<file path="src/rtl/block_data_memory_pkg.sv">
// Shared types and default sizing for the block data memory.
// Optional byte-mask write support is enabled with DMEM_BYTE_MASK_EN.
package dmem_pkg;

    typedef enum logic [1:0] {
        IDLE = 2'd0,
        BUSY = 2'd1,
        DONE = 2'd2
    } state_e;

    localparam int DEF_BLOCK_BYTES  = 16;
    localparam int DEF_DEPTH_BLOCKS = 16;
    localparam int DEF_ADDR_W       = 28;
    localparam int DEF_LATENCY      = 5;

    // Counter only ever holds LATENCY-1, but must be at least one bit wide.
    function automatic int cnt_width(input int lat);
        return (lat < 2) ? 1 : $clog2(lat);
    endfunction

    localparam int DEF_IDX_W = $clog2(DEF_DEPTH_BLOCKS);
    localparam int DEF_CNT_W = cnt_width(DEF_LATENCY);

endpackage

</file>
<file path="src/rtl/block_data_memory_if.sv">
// Request/response bundle between the data cache and the block data memory.
// BYTEMASK exists only when DMEM_BYTE_MASK_EN is defined.
interface block_data_memory_if
    import dmem_pkg::*;
#(
    parameter int BLOCK_BYTES = DEF_BLOCK_BYTES,
    parameter int ADDR_W      = DEF_ADDR_W
);
    logic                     READ;
    logic                     WRITE;
    logic [ADDR_W-1:0]        ADDRESS;
    logic [8*BLOCK_BYTES-1:0] WRITEDATA;
`ifdef DMEM_BYTE_MASK_EN
    logic [BLOCK_BYTES-1:0]   BYTEMASK;
`endif
    logic [8*BLOCK_BYTES-1:0] READDATA;
    logic                     BUSYWAIT;
    logic                     ERROR;

    modport master (
        output READ, WRITE, ADDRESS, WRITEDATA,
`ifdef DMEM_BYTE_MASK_EN
        output BYTEMASK,
`endif
        input  READDATA, BUSYWAIT, ERROR
    );

    modport slave (
        input  READ, WRITE, ADDRESS, WRITEDATA,
`ifdef DMEM_BYTE_MASK_EN
        input  BYTEMASK,
`endif
        output READDATA, BUSYWAIT, ERROR
    );
endinterface

</file>
<file path="src/rtl/block_data_memory_latency_ctr.sv">
// Loadable down-counter with zero flag that times one memory access.
// Load wins over decrement; decrement saturates at zero.
module dmem_latency_ctr
    import dmem_pkg::*;
#(
    parameter int CNT_W = DEF_CNT_W
) (
    input  logic             clk_i,
    input  logic             rst_i,
    input  logic             load_i,
    input  logic [CNT_W-1:0] load_val_i,
    input  logic             dec_i,
    output logic             zero_o
);
    logic [CNT_W-1:0] cnt_q, cnt_d;

    always_comb begin
        cnt_d = cnt_q;
        if (load_i) begin
            cnt_d = load_val_i;
        end else if (dec_i && (cnt_q != '0)) begin
            cnt_d = cnt_q - 1'b1;
        end
    end

    always_ff @(posedge clk_i or posedge rst_i) begin
        if (rst_i) begin
            cnt_q <= '0;
        end else begin
            cnt_q <= cnt_d;
        end
    end

    assign zero_o = (cnt_q == '0);
endmodule

</file>
<file path="src/rtl/block_data_memory.sv">
// Block-oriented data memory with cycle-counted latency and BUSYWAIT handshake.
// Byte-masked writes are compiled in with DMEM_BYTE_MASK_EN.
module block_data_memory
    import dmem_pkg::*;
#(
    parameter int BLOCK_BYTES  = DEF_BLOCK_BYTES,
    parameter int DEPTH_BLOCKS = DEF_DEPTH_BLOCKS,
    parameter int ADDR_W       = DEF_ADDR_W,
    parameter int LATENCY      = DEF_LATENCY
) (
    input logic                CLOCK,
    input logic                RESET,
    block_data_memory_if.slave bus
);
    localparam int DATA_W = 8 * BLOCK_BYTES;
    localparam int IDX_W  = $clog2(DEPTH_BLOCKS);
    localparam int CNT_W  = cnt_width(LATENCY);
    localparam logic [CNT_W-1:0] LOAD_VAL = CNT_W'(LATENCY - 1);

    state_e                 state_q, state_d;
    logic                   op_wr_q;
    logic [IDX_W-1:0]       idx_q;
    logic [DATA_W-1:0]      wdata_q;
    logic [BLOCK_BYTES-1:0] mask_q;
    logic [DATA_W-1:0]      rdata_q;
    logic [DATA_W-1:0]      mem_q [DEPTH_BLOCKS];

    logic valid_req, illegal_req;
    logic busy, err, capture, access, dec, cnt_zero;
    logic unused_addr_bits;

    assign valid_req   = bus.READ ^ bus.WRITE;
    assign illegal_req = bus.READ & bus.WRITE;
    // Upper address bits alias onto the low index bits by design.
    assign unused_addr_bits = ^bus.ADDRESS[ADDR_W-1:IDX_W];

    always_comb begin
        state_d = state_q;
        busy    = 1'b0;
        err     = 1'b0;
        capture = 1'b0;
        access  = 1'b0;
        dec     = 1'b0;
        case (state_q)
            IDLE: begin
                busy = valid_req;
                err  = illegal_req;
                if (valid_req) begin
                    capture = 1'b1;
                    state_d = BUSY;
                end
            end
            BUSY: begin
                busy = 1'b1;
                dec  = 1'b1;
                if (cnt_zero) begin
                    access  = 1'b1;
                    state_d = DONE;
                end
            end
            DONE:    state_d = IDLE;
            default: state_d = IDLE;
        endcase
    end

    always_ff @(posedge CLOCK or posedge RESET) begin
        if (RESET) begin
            state_q <= IDLE;
        end else begin
            state_q <= state_d;
        end
    end

    dmem_latency_ctr #(.CNT_W(CNT_W)) u_ctr (
        .clk_i      (CLOCK),
        .rst_i      (RESET),
        .load_i     (capture),
        .load_val_i (LOAD_VAL),
        .dec_i      (dec),
        .zero_o     (cnt_zero)
    );

    always_ff @(posedge CLOCK or posedge RESET) begin
        if (RESET) begin
            op_wr_q <= 1'b0;
            idx_q   <= '0;
            wdata_q <= '0;
            mask_q  <= '0;
            rdata_q <= '0;
        end else begin
            if (capture) begin
                op_wr_q <= bus.WRITE;
                idx_q   <= bus.ADDRESS[IDX_W-1:0];
                wdata_q <= bus.WRITEDATA;
`ifdef DMEM_BYTE_MASK_EN
                mask_q  <= bus.BYTEMASK;
`else
                mask_q  <= '1;
`endif
            end
            if (access && !op_wr_q) begin
                rdata_q <= mem_q[idx_q];
            end
        end
    end

    always_ff @(posedge CLOCK or posedge RESET) begin
        if (RESET) begin
            for (int i = 0; i < DEPTH_BLOCKS; i++) begin
                mem_q[i] <= '0;
            end
        end else if (access && op_wr_q) begin
            for (int b = 0; b < BLOCK_BYTES; b++) begin
                if (mask_q[b]) begin
                    mem_q[idx_q][8*b +: 8] <= wdata_q[8*b +: 8];
                end
            end
        end
    end

    // Reset forces the handshake outputs low even while a request is held.
    assign bus.BUSYWAIT = busy & ~RESET;
    assign bus.ERROR    = err & ~RESET;
    assign bus.READDATA = rdata_q;
endmodule

</file>
<file path="src/flat_wrapper.sv">
// flat-port wrapper written by rule: the top's interface ports become plain ports
module block_data_memory_flat import dmem_pkg::*;
#(
    parameter int BLOCK_BYTES  = DEF_BLOCK_BYTES,
    parameter int DEPTH_BLOCKS = DEF_DEPTH_BLOCKS,
    parameter int ADDR_W       = DEF_ADDR_W,
    parameter int LATENCY      = DEF_LATENCY
)
  (CLOCK, RESET, bus_READ, bus_WRITE, bus_ADDRESS, bus_WRITEDATA, bus_READDATA, bus_BUSYWAIT, bus_ERROR);
  block_data_memory_if #(.BLOCK_BYTES(BLOCK_BYTES), .ADDR_W(ADDR_W)) bus_i ();
  input logic CLOCK;
  input logic RESET;
  input wire logic [$bits(bus_i.READ)-1:0] bus_READ;
  input wire logic [$bits(bus_i.WRITE)-1:0] bus_WRITE;
  input wire logic [$bits(bus_i.ADDRESS)-1:0] bus_ADDRESS;
  input wire logic [$bits(bus_i.WRITEDATA)-1:0] bus_WRITEDATA;
  output wire logic [$bits(bus_i.READDATA)-1:0] bus_READDATA;
  output wire logic [$bits(bus_i.BUSYWAIT)-1:0] bus_BUSYWAIT;
  output wire logic [$bits(bus_i.ERROR)-1:0] bus_ERROR;
  assign bus_i.READ = bus_READ;
  assign bus_i.WRITE = bus_WRITE;
  assign bus_i.ADDRESS = bus_ADDRESS;
  assign bus_i.WRITEDATA = bus_WRITEDATA;
  assign bus_READDATA = bus_i.READDATA;
  assign bus_BUSYWAIT = bus_i.BUSYWAIT;
  assign bus_ERROR = bus_i.ERROR;
  block_data_memory #(.BLOCK_BYTES(BLOCK_BYTES), .DEPTH_BLOCKS(DEPTH_BLOCKS), .ADDR_W(ADDR_W), .LATENCY(LATENCY)) u_core (.CLOCK(CLOCK), .RESET(RESET), .bus(bus_i));
endmodule
</file>
<file path="config.mk">
export PLATFORM = sky130hd
export DESIGN_NAME = block_data_memory_flat
export DESIGN_NICKNAME = d
export VERILOG_FILES = /design/src/rtl/block_data_memory_pkg.sv /design/src/rtl/block_data_memory_if.sv /design/src/rtl/block_data_memory_latency_ctr.sv /design/src/rtl/block_data_memory.sv /design/src/flat_wrapper.sv
export SDC_FILE = /design/constraint.sdc
export NUM_CORES = 2
export LEC_CHECK = 0
export CAP_MARGIN = 25
export CORE_MARGIN = 2
export CORE_UTILIZATION = 45
export DETAILED_ROUTE_END_ITERATION = 16
export SLEW_MARGIN = 20
export SYNTH_ARGS = -nofsm -noshare
export SYNTH_HDL_FRONTEND = slang
export SYNTH_SLANG_ARGS = --single-unit
</file>
<file path="constraint.sdc">
create_clock -name CLOCK -period 101.7 [get_ports CLOCK]
set_input_delay 15.255 -clock CLOCK [delete_from_list [all_inputs] [get_ports CLOCK]]
set_output_delay 15.255 -clock CLOCK [all_outputs]
set_load 0.02 [all_outputs]
</file>
==> flow_metrics.env <==
export IMPL_die_w_um=479
export IMPL_post_route_drc_count=0
export IMPL_core_area_sq_um=225000
export IMPL_worstMarginPinSlew_ns=1.17
export IMPL_synthCells=6833
export IMPL_ys_top_cells_by_area="dfrtp_1 57%, mux2_2 22%, mux4_2 7.2%"
export IMPL_finalMaxSlewViolations=0
export IMPL_critPathMostFrequentCell="clkdlybuf4s50_1"
export IMPL_dieArea_sq_um=230000
export IMPL_ys_types=39
export IMPL_clock_root_buffer="clkbuf_16"
export IMPL_maxCapViolCount=0
export IMPL_antenna_found_initial=3
export IMPL_ys_ff_latch=2315
export IMPL_cpMaxStageDelayCell="clkdlybuf4s50_1"
export IMPL_arrival_ns=16.86
export IMPL_cts_sinks=2315
export IMPL_p_per_area_nw_per_um2=25.5
export IMPL_cts_buffer_depth=3
export IMPL_rsz0062_at_grt="no"
export IMPL_clk_latency_ns=0.90
export IMPL_cts_tree="done"
export IMPL_yosysTopAreaCell="dfrtp_1"
export IMPL_placedCellCount=9592
export IMPL_ys_warn_count=0
export IMPL_io_buffers=265
export IMPL_cts_buffers_inserted=241
export IMPL_design_area_sq_um=114000
export IMPL_gr_usage_met2_pct=38.4
export IMPL_num_vias=58158
export IMPL_first_pass_iters=5
export IMPL_vdd_drop_max_mv=0.0207
export IMPL_syn_nets=6996
export IMPL_die_y_um=479
export IMPL_p_leak_uw=0.0539
export IMPL_grt_pass1_vias=61717
export IMPL_cp_top_family="buffers and inverters"
export IMPL_crit_required_ns=86.44
export IMPL_cts_setup_buffers=0
export IMPL_period_needed_ns=32.12
export IMPL_cts_hold_buf=0
export IMPL_worstHoldPathType="register to register"
export IMPL_finalPower_uw=2910
export IMPL_ys_seq_area_share_pct=57.0
export IMPL_fin_nets=7014
export IMPL_overflow=0
export IMPL_cts_resized=0
export IMPL_grt_max_degree=187
export IMPL_synth_top_cell_area_share_pct=57.0
export IMPL_cts_max_level=4
export IMPL_routedWlPerCell_um=26.7
export IMPL_io_pins=290
export IMPL_finalSetupViolations=0
export IMPL_dp_final_hpwl_um=136000
export IMPL_status="completed"
export IMPL_final_period_utilization_pct=31.6
export IMPL_grt_busiest_layer="met2"
export IMPL_fin_setup_tns_ns=0
export IMPL_drtIter0Drc=3691
export IMPL_synth_main_ff_cell="dfrtp_1"
export IMPL_cp_start_kind="primary input"
export IMPL_grt_pass1_wl_um=408000
export IMPL_start_util_pct=45.2
export IMPL_syn_area_sq_um=102000
export IMPL_detail_route_vias_per_cell=5.79
export IMPL_cp_buffers_inverters=2
export IMPL_max_freq_mhz=31.1
export IMPL_worstSetupPathType="primary input to primary output"
export IMPL_routabilityCongestion=0.721
export IMPL_synth_async_sr_flop_share_pct=100
export IMPL_path_clk_slew_ns=0.06
export IMPL_hold_violations=0
export IMPL_area_delta_synth_final_pct=12.4
export IMPL_drive_above_1_share_pct=41.1
export IMPL_postLayoutCoreUtil_pct=50.8
export IMPL_ant_nets=0
export IMPL_crit_path_max_incr_delay_ns=0.63
export IMPL_path_cells="clkdlybuf4s50_1, ha_1, nor2_1, nor3_1, clkdlybuf4s50_1"
export IMPL_crit_path_end_kind="primary output"
export IMPL_met3_usage_pct=2.95
export IMPL_worst_path_max_fanout=3
export IMPL_grt_usage_pct=23.4
export IMPL_synth_edf_count=0
export IMPL_syn_area_per_cell_sq_um=14.9
export IMPL_finalNonFillerCells=10049
export IMPL_row_count=174
export IMPL_relSlewSlack_pct=22.2
export IMPL_dpl_cell_area_sq_um=106000
export IMPL_finalWirelength_um=268000
export IMPL_use_met1_pct=33.5
export IMPL_clock_skew_ns=0.0560
==> per-layer routing <==
layer / vias to the layer above / part of all wire (%)
li1: 24910 / -
met1: 31819 / 46
met2: 1107 / 48
met3: 322 / 3.7
met4: 0 / 1.9
met5: - / 0
==> through the flow <==
step                      setup WS (ns)  hold slack [ns]
after detailed placement          69.57            0.474
after floorplan                   21.03            0.453
after global placement            69.56            0.466
final                             69.58            0.484
after CTS                         69.57            0.488
after global routing              69.50            0.503
==> flip-flops by register name, summed over array words and instances, names as in the netlist <==
| name | cells |
|---|---|
| u_core.mask_q | 1 |
| u_core.idx_q | 4 |
| u_core.u_ctr.cnt_q | 3 |
| u_core.wdata_q | 128 |
| u_core.op_wr_q | 1 |
| u_core.state_q | 2 |
| u_core.mem_q | 2048 |
| u_core.bus.READDATA | 128 |
==> worst paths after layout <==
check,from,end,slack (ns),depth (start not counted)
hold / removal,u_core.mem_q[1831],u_core.mem_q[1831],0.48,1
max in group asynchronous,RESET,u_core.mem_q[331],81.82,9
setup reg to reg,u_core.idx_q[0],u_core.bus.READDATA[74],96.27,7
setup / recovery,bus_WRITE,bus_BUSYWAIT,69.58,5
min in group asynchronous,RESET,u_core.wdata_q[124],15.01,2
hold reg to reg,u_core.mem_q[1831],u_core.mem_q[1831],0.48,1
==> cell type report <==
cell class | instances | area (sq um)
well taps | 2992 | 3740
repair buffers | 380 | 3970
multi-input cells | 3909 | 40200
clock inverters | 98 | 1250
diodes | 2 | 5.00
clock buffers | 349 | 7080
flip-flops and latches | 2315 | 57900
fillers | 19035 | 110000
inverters | 4 | 22.5
==> cells by family (layout without fill, tap and decap cells) <==
logic type / count (synthesis) / after routing / synth area share, %
and+or+nand+nor: 640 / 640 / 2.59
DFF: 2315 / 2315 / 57.0
xor gates and xnor gates: 2 / 2 / 0.0173
AOI/OAI and AO/OA: 515 / 515 / 3.18
buffers and inverters: 609 / 831 / 3.54
adders and majority gates: 3 / 3 / 0.0370
muxes: 2749 / 2749 / 33.6
other: 0 / 2 / 0
==> where the power goes <==
group	leakage [uW]	internal, uW	switching, uW
clock network	0.00413	532	380
logic	0.0181	311	381
registers	0.0318	1090	211
total	0.0539	1940	973
==> cell usage in the layout, fill, tap and decap left out, drive strengths merged, types with 2 or more instances in the layout <==
| cell | n |
|---|---|
| nor2b | 7 |
| mux4 | 323 |
| bufinv | 19 |
| nand4 | 2 |
| nor3 | 70 |
| clkdlybuf4s50 | 265 |
| and2 | 2 |
| a22oi | 127 |
| nand2b | 6 |
| ha | 3 |
| clkinv | 71 |
| mux2i | 378 |
| or3 | 2 |
| nand2 | 403 |
| a31oi | 66 |
| or3b | 3 |
| buf | 115 |
| inv | 9 |
| dfrtp | 2315 |
| a21oi | 129 |
| nand3 | 2 |
| diode | 2 |
| nor2 | 138 |
| nor4 | 2 |
| clkinvlp | 3 |
| mux2 | 2048 |
| o22ai | 188 |
| clkbuf | 349 |
==> synthesized netlist by cell type, types with 4 or more instances <==
| cell | number |
|---|---|
| dfrtp_1 | 2315 |
| mux2_2 | 2024 |
| nand2_1 | 403 |
| mux2i_1 | 378 |
| mux4_2 | 323 |
| clkbuf_1 | 250 |
| o22ai_1 | 188 |
| buf_4 | 139 |
| nor2_1 | 138 |
| a21oi_1 | 129 |
| a22oi_1 | 127 |
| buf_2 | 108 |
| buf_6 | 87 |
| nor3_1 | 67 |
| a31oi_1 | 66 |
| mux2_1 | 24 |
| buf_1 | 21 |
| nor2b_1 | 7 |
| nand2b_1 | 6 |
| inv_1 | 4 |
(Power assumes the default switching activity.)
